### config.mk
export PLATFORM = sky130hd
export DESIGN_NAME = exec_issue_arbiter_flat
export DESIGN_NICKNAME = d
export VERILOG_FILES = /design/src/rtl/exec_issue_arbiter_pkg.sv /design/src/rtl/exec_issue_arbiter_if.sv /design/src/rtl/exec_issue_arbiter_rr_arbiter2.sv /design/src/rtl/exec_issue_arbiter.sv /design/src/flat_wrapper.sv
export SDC_FILE = /design/constraint.sdc
export NUM_CORES = 1
export LEC_CHECK = 0
export BUFFER_PORTS_ARGS = -buffer_cell sky130_fd_sc_hd__buf_2
export CAP_MARGIN = 25
export CELL_PAD_IN_SITES_DETAIL_PLACEMENT = 2
export CELL_PAD_IN_SITES_GLOBAL_PLACEMENT = 2
export CORE_ASPECT_RATIO = 2
export CORE_MARGIN = 2
export CORE_UTILIZATION = 16
export DETAILED_ROUTE_END_ITERATION = 10
export PLACE_DENSITY = 0.91
export SLEW_MARGIN = 20
export SYNTH_ARGS = -nofsm -noshare
export SYNTH_HDL_FRONTEND = slang
export SYNTH_SLANG_ARGS = --single-unit
### constraint.sdc
create_clock -name clk -period 1.8 [get_ports clk]
set_clock_uncertainty 0.2 [all_clocks]
set_input_delay 0.18 -clock clk [delete_from_list [all_inputs] [get_ports clk]]
set_output_delay 0.18 -clock clk [all_outputs]
set_load 0.1 [all_outputs]
### src/rtl/exec_issue_arbiter_pkg.sv
// Shared definitions for the exec issue controller: FSM states, default
// datapath latency, instruction field positions and the in-flight tag record.
package sched_pkg;

  typedef enum logic [1:0] {
    RUN,
    DRAIN,
    HALTED
  } state_t;

  localparam int unsigned LAT_DEFAULT = 2;

  localparam int unsigned OP_BIT   = 31;
  localparam int unsigned CIN_BIT  = 30;
  localparam int unsigned ADDR_MSB = 23;
  localparam int unsigned ADDR_LSB = 16;
  localparam int unsigned X_MSB    = 15;
  localparam int unsigned X_LSB    = 8;
  localparam int unsigned Y_MSB    = 7;
  localparam int unsigned Y_LSB    = 0;

  typedef struct packed {
    logic       valid;
    logic       id;
    logic [7:0] addr;
    logic       op;
  } tag_t;

  function automatic tag_t make_tag(input logic id, input logic [31:0] instr);
    tag_t t;
    t.valid = 1'b1;
    t.id    = id;
    t.addr  = instr[ADDR_MSB:ADDR_LSB];
    t.op    = instr[OP_BIT];
    return t;
  endfunction

endpackage

### src/rtl/exec_issue_arbiter_if.sv
// Requester, datapath, response and halt signals of the exec issue controller.
// slave: the controller side; master: the surrounding requesters/datapath.
interface exec_issue_arbiter_if;
  logic        req0_valid;
  logic [31:0] req0_instr;
  logic        req0_ready;
  logic        req1_valid;
  logic [31:0] req1_instr;
  logic        req1_ready;
  logic        dp_valid;
  logic [31:0] dp_instr;
  logic        dp_cin;
  logic [7:0]  dp_result;
  logic        dp_cout;
  logic        rsp_valid;
  logic        rsp_id;
  logic [7:0]  rsp_addr;
  logic [7:0]  rsp_data;
  logic        rsp_cout;
  logic        halt_req;
  logic        halted;
  logic        busy;

  modport slave (
    input  req0_valid, req0_instr, req1_valid, req1_instr,
           dp_result, dp_cout, halt_req,
    output req0_ready, req1_ready, dp_valid, dp_instr, dp_cin,
           rsp_valid, rsp_id, rsp_addr, rsp_data, rsp_cout, halted, busy
  );

  modport master (
    output req0_valid, req0_instr, req1_valid, req1_instr,
           dp_result, dp_cout, halt_req,
    input  req0_ready, req1_ready, dp_valid, dp_instr, dp_cin,
           rsp_valid, rsp_id, rsp_addr, rsp_data, rsp_cout, halted, busy
  );
endinterface

### src/rtl/exec_issue_arbiter_rr_arbiter2.sv
// Two-port arbiter producing a one-hot grant.
// Macro ISSUE_RR_EN: defined -> round-robin against last_grant;
// undefined -> fixed priority, port 0 always wins (no last_grant input).
module rr_arbiter2 (
  input  logic [1:0] req,
`ifdef ISSUE_RR_EN
  input  logic       last_grant,
`endif
  output logic [1:0] grant
);

  // Select one valid requester
  always_comb begin
    grant = '0;
`ifdef ISSUE_RR_EN
    if (req == 2'b11) grant = last_grant ? 2'b01 : 2'b10;
    else              grant = req;
`else
    if (req[0])      grant = 2'b01;
    else if (req[1]) grant = 2'b10;
`endif
  end

endmodule

### src/rtl/exec_issue_arbiter.sv
// Issue controller for the 8-bit add/AND execute datapath: arbitrates two
// requesters, tracks in-flight ops in a LAT-deep tag pipeline, returns
// results to their owner, and provides a drain/halt sequence.
// Macro ISSUE_RR_EN: round-robin arbitration when defined, fixed priority
// (port 0 first) otherwise.
module exec_issue_arbiter
  import sched_pkg::*;
#(
  parameter int unsigned LAT = LAT_DEFAULT
) (
  input logic                 clk,
  input logic                 reset,
  exec_issue_arbiter_if.slave bus
);

  state_t      state, state_next;
  tag_t        tags [LAT];
  logic [1:0]  grant;
  logic        grant_ok;
  logic        issue;
  logic        issue_id;
  logic [31:0] issue_instr;
  logic        pending;
  logic        any_valid;

`ifdef ISSUE_RR_EN
  logic last_grant;

  rr_arbiter2 u_arb (
    .req        ({bus.req1_valid, bus.req0_valid}),
    .last_grant (last_grant),
    .grant      (grant)
  );

  // Remember the most recent winner; only an actual issue moves it
  always_ff @(posedge clk) begin
    if (reset)      last_grant <= 1'b1;
    else if (issue) last_grant <= issue_id;
  end
`else
  rr_arbiter2 u_arb (
    .req   ({bus.req1_valid, bus.req0_valid}),
    .grant (grant)
  );
`endif

  // Grant, handshake and datapath drive
  always_comb begin
    grant_ok       = (state == RUN) && !bus.halt_req && !reset;
    bus.req0_ready = grant_ok & grant[0];
    bus.req1_ready = grant_ok & grant[1];
    issue          = grant_ok & (|grant);
    issue_id       = grant[1];
    issue_instr    = issue_id ? bus.req1_instr : bus.req0_instr;
    bus.dp_valid   = issue;
    bus.dp_instr   = issue ? issue_instr : '0;
    bus.dp_cin     = issue & issue_instr[OP_BIT] & issue_instr[CIN_BIT];
  end

  // Tag pipeline: shifts every cycle, stage 0 loads on issue
  always_ff @(posedge clk) begin
    if (reset) begin
      for (int unsigned i = 0; i < LAT; i++) tags[i] <= '0;
    end else begin
      tags[0] <= issue ? make_tag(issue_id, issue_instr) : '0;
      for (int unsigned i = 1; i < LAT; i++) tags[i] <= tags[i-1];
    end
  end

  // Occupancy: pending ignores the last stage, which empties this cycle
  always_comb begin
    pending   = 1'b0;
    any_valid = 1'b0;
    for (int unsigned i = 0; i < LAT; i++) begin
      any_valid = any_valid | tags[i].valid;
      if (i + 1 < LAT) pending = pending | tags[i].valid;
    end
  end

  // Retire from the last tag stage
  always_comb begin
    bus.rsp_valid = tags[LAT-1].valid & !reset;
    bus.rsp_id    = bus.rsp_valid & tags[LAT-1].id;
    bus.rsp_addr  = bus.rsp_valid ? tags[LAT-1].addr : '0;
    bus.rsp_data  = bus.rsp_valid ? bus.dp_result : '0;
    bus.rsp_cout  = bus.rsp_valid & tags[LAT-1].op & bus.dp_cout;
    bus.busy      = any_valid & !reset;
    bus.halted    = (state == HALTED) & !reset;
  end

  // State register
  always_ff @(posedge clk) begin
    if (reset) state <= RUN;
    else       state <= state_next;
  end

  // Next state. Emptiness is judged on the stages that survive this cycle's
  // shift, so HALTED is reached the cycle after the last retire, and straight
  // from RUN when nothing is in flight beyond the retiring stage.
  always_comb begin
    state_next = state;
    unique case (state)
      RUN:     if (bus.halt_req) state_next = pending ? DRAIN : HALTED;
      DRAIN:   if (!pending)     state_next = bus.halt_req ? HALTED : RUN;
      HALTED:  if (!bus.halt_req) state_next = RUN;
      default: state_next = RUN;
    endcase
  end

endmodule

### src/flat_wrapper.sv
// flat-port wrapper written by rule: the top's interface ports become plain ports
module exec_issue_arbiter_flat import sched_pkg::*;
#(
  parameter int unsigned LAT = LAT_DEFAULT
)
  (clk, reset, bus_req0_valid, bus_req0_instr, bus_req1_valid, bus_req1_instr, bus_dp_result, bus_dp_cout, bus_halt_req, bus_req0_ready, bus_req1_ready, bus_dp_valid, bus_dp_instr, bus_dp_cin, bus_rsp_valid, bus_rsp_id, bus_rsp_addr, bus_rsp_data, bus_rsp_cout, bus_halted, bus_busy);
  exec_issue_arbiter_if bus_i ();
  input logic clk;
  input logic reset;
  input wire logic [$bits(bus_i.req0_valid)-1:0] bus_req0_valid;
  input wire logic [$bits(bus_i.req0_instr)-1:0] bus_req0_instr;
  input wire logic [$bits(bus_i.req1_valid)-1:0] bus_req1_valid;
  input wire logic [$bits(bus_i.req1_instr)-1:0] bus_req1_instr;
  input wire logic [$bits(bus_i.dp_result)-1:0] bus_dp_result;
  input wire logic [$bits(bus_i.dp_cout)-1:0] bus_dp_cout;
  input wire logic [$bits(bus_i.halt_req)-1:0] bus_halt_req;
  output wire logic [$bits(bus_i.req0_ready)-1:0] bus_req0_ready;
  output wire logic [$bits(bus_i.req1_ready)-1:0] bus_req1_ready;
  output wire logic [$bits(bus_i.dp_valid)-1:0] bus_dp_valid;
  output wire logic [$bits(bus_i.dp_instr)-1:0] bus_dp_instr;
  output wire logic [$bits(bus_i.dp_cin)-1:0] bus_dp_cin;
  output wire logic [$bits(bus_i.rsp_valid)-1:0] bus_rsp_valid;
  output wire logic [$bits(bus_i.rsp_id)-1:0] bus_rsp_id;
  output wire logic [$bits(bus_i.rsp_addr)-1:0] bus_rsp_addr;
  output wire logic [$bits(bus_i.rsp_data)-1:0] bus_rsp_data;
  output wire logic [$bits(bus_i.rsp_cout)-1:0] bus_rsp_cout;
  output wire logic [$bits(bus_i.halted)-1:0] bus_halted;
  output wire logic [$bits(bus_i.busy)-1:0] bus_busy;
  assign bus_i.req0_valid = bus_req0_valid;
  assign bus_i.req0_instr = bus_req0_instr;
  assign bus_i.req1_valid = bus_req1_valid;
  assign bus_i.req1_instr = bus_req1_instr;
  assign bus_i.dp_result = bus_dp_result;
  assign bus_i.dp_cout = bus_dp_cout;
  assign bus_i.halt_req = bus_halt_req;
  assign bus_req0_ready = bus_i.req0_ready;
  assign bus_req1_ready = bus_i.req1_ready;
  assign bus_dp_valid = bus_i.dp_valid;
  assign bus_dp_instr = bus_i.dp_instr;
  assign bus_dp_cin = bus_i.dp_cin;
  assign bus_rsp_valid = bus_i.rsp_valid;
  assign bus_rsp_id = bus_i.rsp_id;
  assign bus_rsp_addr = bus_i.rsp_addr;
  assign bus_rsp_data = bus_i.rsp_data;
  assign bus_rsp_cout = bus_i.rsp_cout;
  assign bus_halted = bus_i.halted;
  assign bus_busy = bus_i.busy;
  exec_issue_arbiter #(.LAT(LAT)) u_core (.clk(clk), .reset(reset), .bus(bus_i));
endmodule
Word-level counts from Yosys, hierarchy flattened
Memories as Yosys holds them, arrays and structs flattened.
Index checks and enable logic that the tools add are counted.
{ "op_classes": {"reduce_logical": 7, "muxes": 18, "eq_ne": 5, "bitwise_logic": 14} }
{ "op_table": {"columns": ["cell", "n"], "rows": [
  ["32-bit two-way mux", 2],
  ["11-bit two-way mux", 3],
  ["8-bit two-way mux", 2],
  ["2-bit two-way mux", 7],
  ["1-bit bitwise AND", 11],
  ["2-bit inequality test (second input constant)", 3],
  ["2-bit one-hot mux with 3 select lines", 1],
  ["1-bit two-way mux", 3],
  ["1-bit bitwise OR", 3],
  ["3-bit AND reduction", 1],
  ["2-bit by 1-bit == test with 1-bit output (second input constant)", 1],
  ["2-bit == test (second input constant)", 1],
  ["1-bit logical AND", 2],
  ["1-bit logical NOT", 2],
  ["2-bit logical NOT", 1],
  ["2-bit OR reduction", 1]
]} }
{ "word_totals": {"wordCells": 46, "memories": 1, "out_inout_bits": 57, "reg_bits": 2, "in_bits": 78, "mem_bits_rw": 22} }
{ "mem_list": {"columns": ["memory", "depth", "width", "read_ports", "rd_ports_with_merged_regs", "wr", "line", "text"], "rows": [
  ["u_core.tags", 2, 11, 2, 0, 2, "exec_issue_arbiter.sv:17", "tag_t tags [LAT];"]
]} }

Longest topological paths before layout
Gate-level depths: netlist of the first run.
{ "depth": {"depth_word": 6, "mapped_depth": 5, "mapped_depth_nobuf": 3} }

Cells and area by module
From an unflattened synthesis of the first run, not the netlist that was laid out.
{ "hier_totals": {"hier_cells": 164, "hier_area_um2": 1547.7} }
{ "by_module_without_submodules": {"columns": ["module", "area_per_inst_um2", "instances", "cells_each"], "rows": [
  ["exec_issue_arbiter", 1526.5, 1, 162],
  ["rr_arbiter2", 21.3, 1, 2]
]} }

Worst setup path before layout of the first run
No wires, ideal clock.
{ "synth_path": {"kind": "register to output", "startpoint": "reg u_core.state[1]", "endpoint": "out bus_halted", "slack_ns": -1.206, "stages_incl_launch_ff": 2, "path_buffers": 0, "required_ns": 1.420, "arrival_time_ns": 2.626, "path_cell_list": "dfxtp_1 -> nor3b_1"} }
{ "synth_via": {"elab_chain_len": 2} }
{ "synth_lines": {"columns": ["element", "line", "text"], "rows": [
  ["from (decl)", "exec_issue_arbiter.sv:16", "state_t state, state_next;"],
  ["from (signal assigned)", "exec_issue_arbiter.sv:94", "else state <= state_next;"],
  ["2-bit == test", "exec_issue_arbiter.sv:88", "bus.halted = (state == HALTED) & !reset;"],
  ["1-bit bitwise AND", "exec_issue_arbiter.sv:88", null],
  ["to (decl)", "flat_wrapper.sv:27", "output wire logic [$bits(bus_i.halted)-1:0] bus_halted;"]
]} }
Every way passes these cells.

Final worst setup path of the first run
{ "layout_path": {"startpoint": "reg u_core.state[0]", "endpoint": "out bus_dp_instr[4]"} }
{ "layout_via": {"elab_chain_len": 5} }
{ "layout_lines": {"columns": ["element", "line", "text"], "rows": [
  ["2-bit logical NOT", "exec_issue_arbiter.sv:49", "grant_ok = (state == RUN) && !bus.halt_req && !reset;"],
  ["1-bit logical AND (2 in a row)", "exec_issue_arbiter.sv:49", null],
  ["1-bit bitwise AND", "exec_issue_arbiter.sv:52", "issue = grant_ok & (|grant);"],
  ["32-bit two-way mux", "exec_issue_arbiter.sv:56", "bus.dp_instr = issue ? issue_instr : '0;"],
  ["to (decl)", "flat_wrapper.sv:20", "output wire logic [$bits(bus_i.dp_instr)-1:0] bus_dp_instr;"]
]} }
Every way passes these cells.

==> metrics.txt, run 1 <==
final period utilization=1.12; Synth Area in Simple Gates=0.391; syn_nets=271; Starting Density=0.163; Critical Path RT=1.42 ns; min cycle time layout=2.02 ns; TritonCTS clock tree=done; Synth-to-Final Area Change=165%; largest net degree at the start of global routing=25; Hold Path Class=input pin to register; Mapped Cells=193; PortBufs=134; clk_lat worst skew=0.25 ns; core area=8230 um^2; Slew HR=0.671; P per Cell Area=513 nW/um^2; routed vias/inst=4.40; MaxCap Viol Count=0; status=finished, violations left; Clock Path Buffers=2; fmax=496 MHz; Antenna Cells=0; layout cell share with drive strength beyond 1=0.628; Ports=135; CTS root buf=clkbuf_16; Final ANT Viol Nets=0; cts hold-fix bufs=0; post-route cell area=3550 um^2; Final WS setup=-0.216 ns; Post-Synth XOR/XNOR Area=0; DR iter-0 viols=10; synthesized flop and latch total=24; WL/cell=17.4 um; mux share of post-synthesis cell area=0.00840; reg2reg path depth=4; kind of start point of the critical path=register; DRT Pass-1 Iters=4; hold path depth=2; vias in the first global route=2,276; synthesized area per cell=6.95 um^2; GP Congestion=0.743; initial antenna violation count=0; element type at the critical path end=output port; synthesis warning total=0; Peak supply drop=0.000292 V; final hold vios=0; total CTS buffers=3; Vias=1,874; largest family of logic cells by synthesized area=simple AND/OR/NAND/NOR gates; DP Wirelength=6260 um; DR DRC count=0; nets=407; max-slew violations=0; sequential cell area fraction in the yosys report=0.358; worst slew pin tran=0.496 ns; RSZ-0062 raised after global routing=true; DIE HEIGHT=133 um; Yosys cell types=20; Final Util=0.431; Static Leak=0.00147 uW; clk sink count=24; fraction of the mapped netlist area in adder cells=0; Die ar.=9180 um^2; final setup vio count=36; GR Overflow Total=0; Worst-path clk slew=0.06 ns; row cnt=47; Setup CP Type=register to output port; Die Width=68.7 um; H-tree levels=1; Compound-Gate Fraction of Synth Area=0.163; Mapped Area=1340 um^2; GRT Util Overall=0.165; first-pass GRT wire length=11,400 um; failing checks=negative setup slack; Worst EP arrival=1.64 ns; placed instance area=3440 um^2; post-detailed-routing wire length=7400 um; Worst Path Max Fanout=16
==> sequential cells by signal (all words and copies together), names as in the netlist <==
| name | flops |
|---|---|
| u_core.tags | 22 |
| u_core.state | 2 |
==> layout make-up <==
class | count | area [um^2]
fill | 861 | 4680
timing repair buffer | 146 | 1670
multi-input combinational | 151 | 1170
sequential | 24 | 485
tap | 98 | 123
clock buffer | 4 | 88.8
inverter | 3 | 15.0
==> placed cells by master (no fill, tap or decap), types with 2 or more instances in the layout <==
| cell type | count |
|---|---|
| nand2b_1 | 2 |
| a21oi_4 | 33 |
| and2_4 | 11 |
| dfxtp_1 | 22 |
| inv_1 | 2 |
| nand3_1 | 2 |
| buf_12 | 61 |
| a21oi_1 | 9 |
| nor2b_1 | 10 |
| nand2_1 | 64 |
| and2_1 | 8 |
| clkbuf_16 | 3 |
| buf_4 | 6 |
| buf_2 | 78 |
| nor2b_2 | 2 |
==> kinds of logic (layout without fill, tap and decap cells) <==
logic type,after synthesis,in the layout
buf+inv,18,153
flops,24,24
compound gates,43,43
mux,1,1
simple gates,107,107
==> worst max-delay path: stages, from the launching register on <==
cell and delay, ns:
dfxtp_4 0.35, nor4_4 0.32, o21ai_4 0.15, buf_12 0.20
a21oi_4 0.15, buf_12 0.19
==> power breakdown <==
group	switching (uW)	internal (uW)
clock	173	339
combinational	482	274
sequential	6.57	547
total	661	1160
==> path summary, 6_finish.rpt <==
check                    start                  to  slack (ns)
min                      reset  u_core.tags[0][20]        0.03
max reg2reg    u_core.state[0]   u_core.tags[0][0]        0.33
max            u_core.state[0]     bus_dp_instr[4]       -0.22
min reg2reg  u_core.tags[0][6]  u_core.tags[0][17]        0.25
==> repair_timing <==
item                                    in CTS  in global routing
setup buffers                                2                  0
gates resized for setup                      5                  0
pin swaps                                    1                  0
endpoints found under the setup margin      37                 36
==> synth_stat cells <==
cell | instances | area (um^2)
nand2_1 | 64 | 240
a21oi_1 | 42 | 210
dfxtp_1 | 24 | 480
and2_1 | 17 | 106
nor2b_1 | 12 | 75.1
clkbuf_1 | 6 | 22.5
buf_2 | 4 | 20.0
buf_6 | 4 | 45.0
and2_2 | 3 | 22.5
inv_1 | 3 | 11.3
nand2b_1 | 3 | 18.8
nand3_1 | 2 | 10.0
nor3b_1 | 2 | 15.0
and3_1 | 1 | 6.26
buf_4 | 1 | 7.51
mux2_2 | 1 | 11.3
nor2_1 | 1 | 3.75
nor3_1 | 1 | 5.00
nor4_4 | 1 | 21.3
o21ai_2 | 1 | 8.76
==> per-layer routing <==
layer | share of wire | global-route usage
met1 | 0.28 | 0.143
met2 | 0.65 | 0.360
met3 | 0.069 | 0.0304
met4 | 0 | 0.0131
met5 | 0 | 0
==> metrics by stage <==
stage / hold WS [ns] / cells / setup WS [ns] / setup TNS (ns) / power (uW)
finish: 0.0308 / 426 / -0.216 / -6.70 / 1820
global route: 0.0339 / 426 / -0.292 / -9.35 / 1900
CTS: 0.0293 / 426 / -0.228 / -7.06 / 1840
detailed placement: 0.236 / 421 / 0.0308 / 0 / 1330
global placement: 0.219 / 421 / 0.0554 / 0 / 1300
floorplan: 0.0516 / 193 / -0.176 / -5.20 / 1020
Note: power is estimated with default switching activity, not from simulation.
==> run 2, diff against run 1 <==
--- a/config.mk
+++ b/config.mk
@@ -11,10 +11,11 @@
 export CELL_PAD_IN_SITES_GLOBAL_PLACEMENT = 2
 export CORE_ASPECT_RATIO = 2
 export CORE_MARGIN = 2
-export CORE_UTILIZATION = 16
+export CORE_UTILIZATION = 19
 export DETAILED_ROUTE_END_ITERATION = 10
-export PLACE_DENSITY = 0.91
+export PLACE_DENSITY = 0.9
 export SLEW_MARGIN = 20
 export SYNTH_ARGS = -nofsm -noshare
 export SYNTH_HDL_FRONTEND = slang
+export SYNTH_HIERARCHICAL = 1
 export SYNTH_SLANG_ARGS = --single-unit
==> run 2 against run 1 <==
The flow still finishes with violations (negative setup slack). Sequential power hardly changed. Global-route usage shrank 0.80 points. Synthesized cell count fell by 15%. Clock power fell by 12%. Wire length down 10%. Fmax is 4.6% lower. Utilization grew 3.7 points.
==> metrics.txt, run 2 <==
status=finished, violations left; failing checks=negative setup slack; Critical-path top delay cell=or4_4; core area=7940 um^2; GR Overflow Total=0; MaxCap Viol Count=0; Critical Path RT=1.42 ns; worst slew pin tran=0.344 ns; length of routed wiring on met1=1870 um; GP Congestion=0.718; Synth Area in Simple Gates=0.393; routed vias/inst=4.36; WL/cell=16.5 um; Die ar.=8930 um^2; Synth async-reset ratio=0; DP Wirelength=5870 um; uppermost layer routed=met4; min cycle time layout=2.11 ns; Post-Synth XOR/XNOR Area=0; r2r endpoint=u_core/tags[0][4]; dominant synthesized flop cell=dfxtp_1; sequential cell area fraction in the yosys report=0.310; fmax=473 MHz; max-slew violations=0; count leader, synth=mux2i_1; synthesized flop and latch total=24; max FFs per register=22; Mapped Cells=164; final hold vios=0; most flop-heavy register=u_core/tags; Compound-Gate Fraction of Synth Area=0.00485; R2R setup slack=0.19 ns; GRT Util Overall=0.157; vias in the first global route=2,099; DRT Pass-1 Iters=2; PortBufs=134; total chip power=1800 uW; initial antenna violation count=0; Setup CP Type=register to output port; CTS root buf=clkbuf_16; Vias=1,763; mux share of post-synthesis cell area=0.214; area taken by multi-input logic gates=1260 um^2; Antenna Cells=0; largest net degree at the start of global routing=31; clk sink count=24; Mapped Area=1550 um^2; DIE HEIGHT=132 um; Fill cells=795; element type at the critical path end=output port; register area=482 um^2; Worst EP arrival=1.73 ns; final period utilization=1.17; most common cell after layout, fill and taps aside=buf_2; syn_nets=242; Worst-path clk slew=0.05 ns; Slew HR=0.764; layout cell share with drive strength beyond 1=0.695; crit-path cells=or4_4 -> buf_12 -> nor3_4 -> buf_12; Worst Path Max Fanout=16; Final ANT Viol Nets=0; largest family of logic cells by synthesized area=simple AND/OR/NAND/NOR gates; Yosys cell types=22; total CTS buffers=3; EDFF count, synth=0; row cnt=46; Final Util=0.468; Hold Path Class=input pin to register; fraction of the mapped netlist area in adder cells=0; Commonest cells post-synth=32 x mux2i_1, 25 x nor3_2, 24 x dfxtp_1, 17 x and2_1, 17 x nor3_1; Final WS setup=-0.312 ns; Synth-to-Final Area Change=140%; Clock Path Buffers=2; Ports=135; synthesized area per cell=9.44 um^2; hold path depth=2; TritonCTS clock tree=done; reg2reg path depth=3; Static Leak=0.00156 uW; reg2reg start=u_core/state[1]; CP top delay family=simple AND/OR/NAND/NOR gates; nets=388; met3 WL post-DR=443 um; H-tree levels=1; synthesis warning total=6; met2 WL post-DR=4330 um; area leader, netlist=dfxtp_1; P per Cell Area=485 nW/um^2; kind of start point of the critical path=register; worst hold slack=0.0290 ns; dpl ws=-0.146 ns; max incr delay on CP=0.56 ns; Peak supply drop=0.000284 V; DR iter-0 viols=32; cts hold-fix bufs=0; Die Width=67.8 um; WP buf/inv=2; Starting Density=0.195; hold endpoint=u_core/state[1]; Crit path top cell by count=buf_12; most frequent cells in the layout=77 x buf_2, 62 x buf_12, 32 x mux2i_1, 32 x nor3_4, 23 x dfxtp_1; final setup vio count=36; DR DRC count=0; first-pass GRT wire length=10,600 um; top flop regs=u_core/tags (22), u_core/state (2); RSZ-0062 raised after global routing=true; synth top area cells=dfxtp_1 31%, mux2i_1 21%, nor3_2 16%; Worst Hold Launch=bus_halt_req; Setup TNS Final=-10.06 ns; clk_lat worst skew=0.25 ns; post-detailed-routing wire length=6660 um; share of the synthesized area in the top cell type=0.310
[run 2: cell count changes after synthesis, sizes merged, moves of 2 or more]
cell    delta
and2       -3
nor3      +41
nand2     -64
clkbuf     -2
buf        +4
a21oi     -42
nor2       +6
mux2i     +32
[run 2: final cells by class]
| class | instances | area share |
|---|---|---|
| clock buffer | 3 | 0.0202 |
| inverter | 3 | 0.00303 |
| multi-input combinational | 120 | 0.338 |
| sequential | 24 | 0.130 |
| tap | 96 | 0.0323 |
| timing repair buffer | 158 | 0.477 |
[run 2: metrics by stage]
stage,instances,area (um^2)
2_1_floorplan,164,1880
3_3_place_gp,398,3610
3_5_place_dp,398,3610
4_1_cts,403,3710
5_1_grt,404,3720
6_report,404,3720
[run 2: cells by family after synthesis]
family / after synthesis
buffers and inverters: 20
AO/OA/AOI/OAI: 1
AND/OR/NAND/NOR: 86
multiplexers: 33
flip-flops: 24
[run 2: worst max-delay path by stage]
stage | start | to | cells after the start
after floorplan | u_core/state[1] | bus_dp_instr[10] | 4
after global placement | bus_halt_req | bus_dp_instr[18] | 5
after detailed placement | bus_halt_req | bus_dp_instr[13] | 5
after CTS | u_core/state[1] | bus_dp_instr[13] | 4
after global routing | u_core/state[1] | bus_dp_instr[10] | 4
final | u_core/state[1] | bus_dp_instr[13] | 4
[run 2: power by group]
part           internal (uW)  total (uW)  leakage, uW  switching, uW
logic                    310         800      0.00133            489
registers                547         552     0.000195           4.67
clock network            293         450    0.0000370            157
[run 2: what timing repair did]
| action | in CTS | in global routing |
|---|---|---|
| endpoints found under the setup margin | 36 | 37 |
| buffers inserted | 2 | 1 |
| pin swaps | 2 | 2 |
| resized for setup | 1 | 1 |
[run 2: per-layer routing]
metal | vias up | global-route usage
li1 | 848 | -
met1 | 826 | 0.135
met4 | 0 | 0.0267
met5 | - | 0
met3 | 2 | 0.0300
met2 | 87 | 0.336
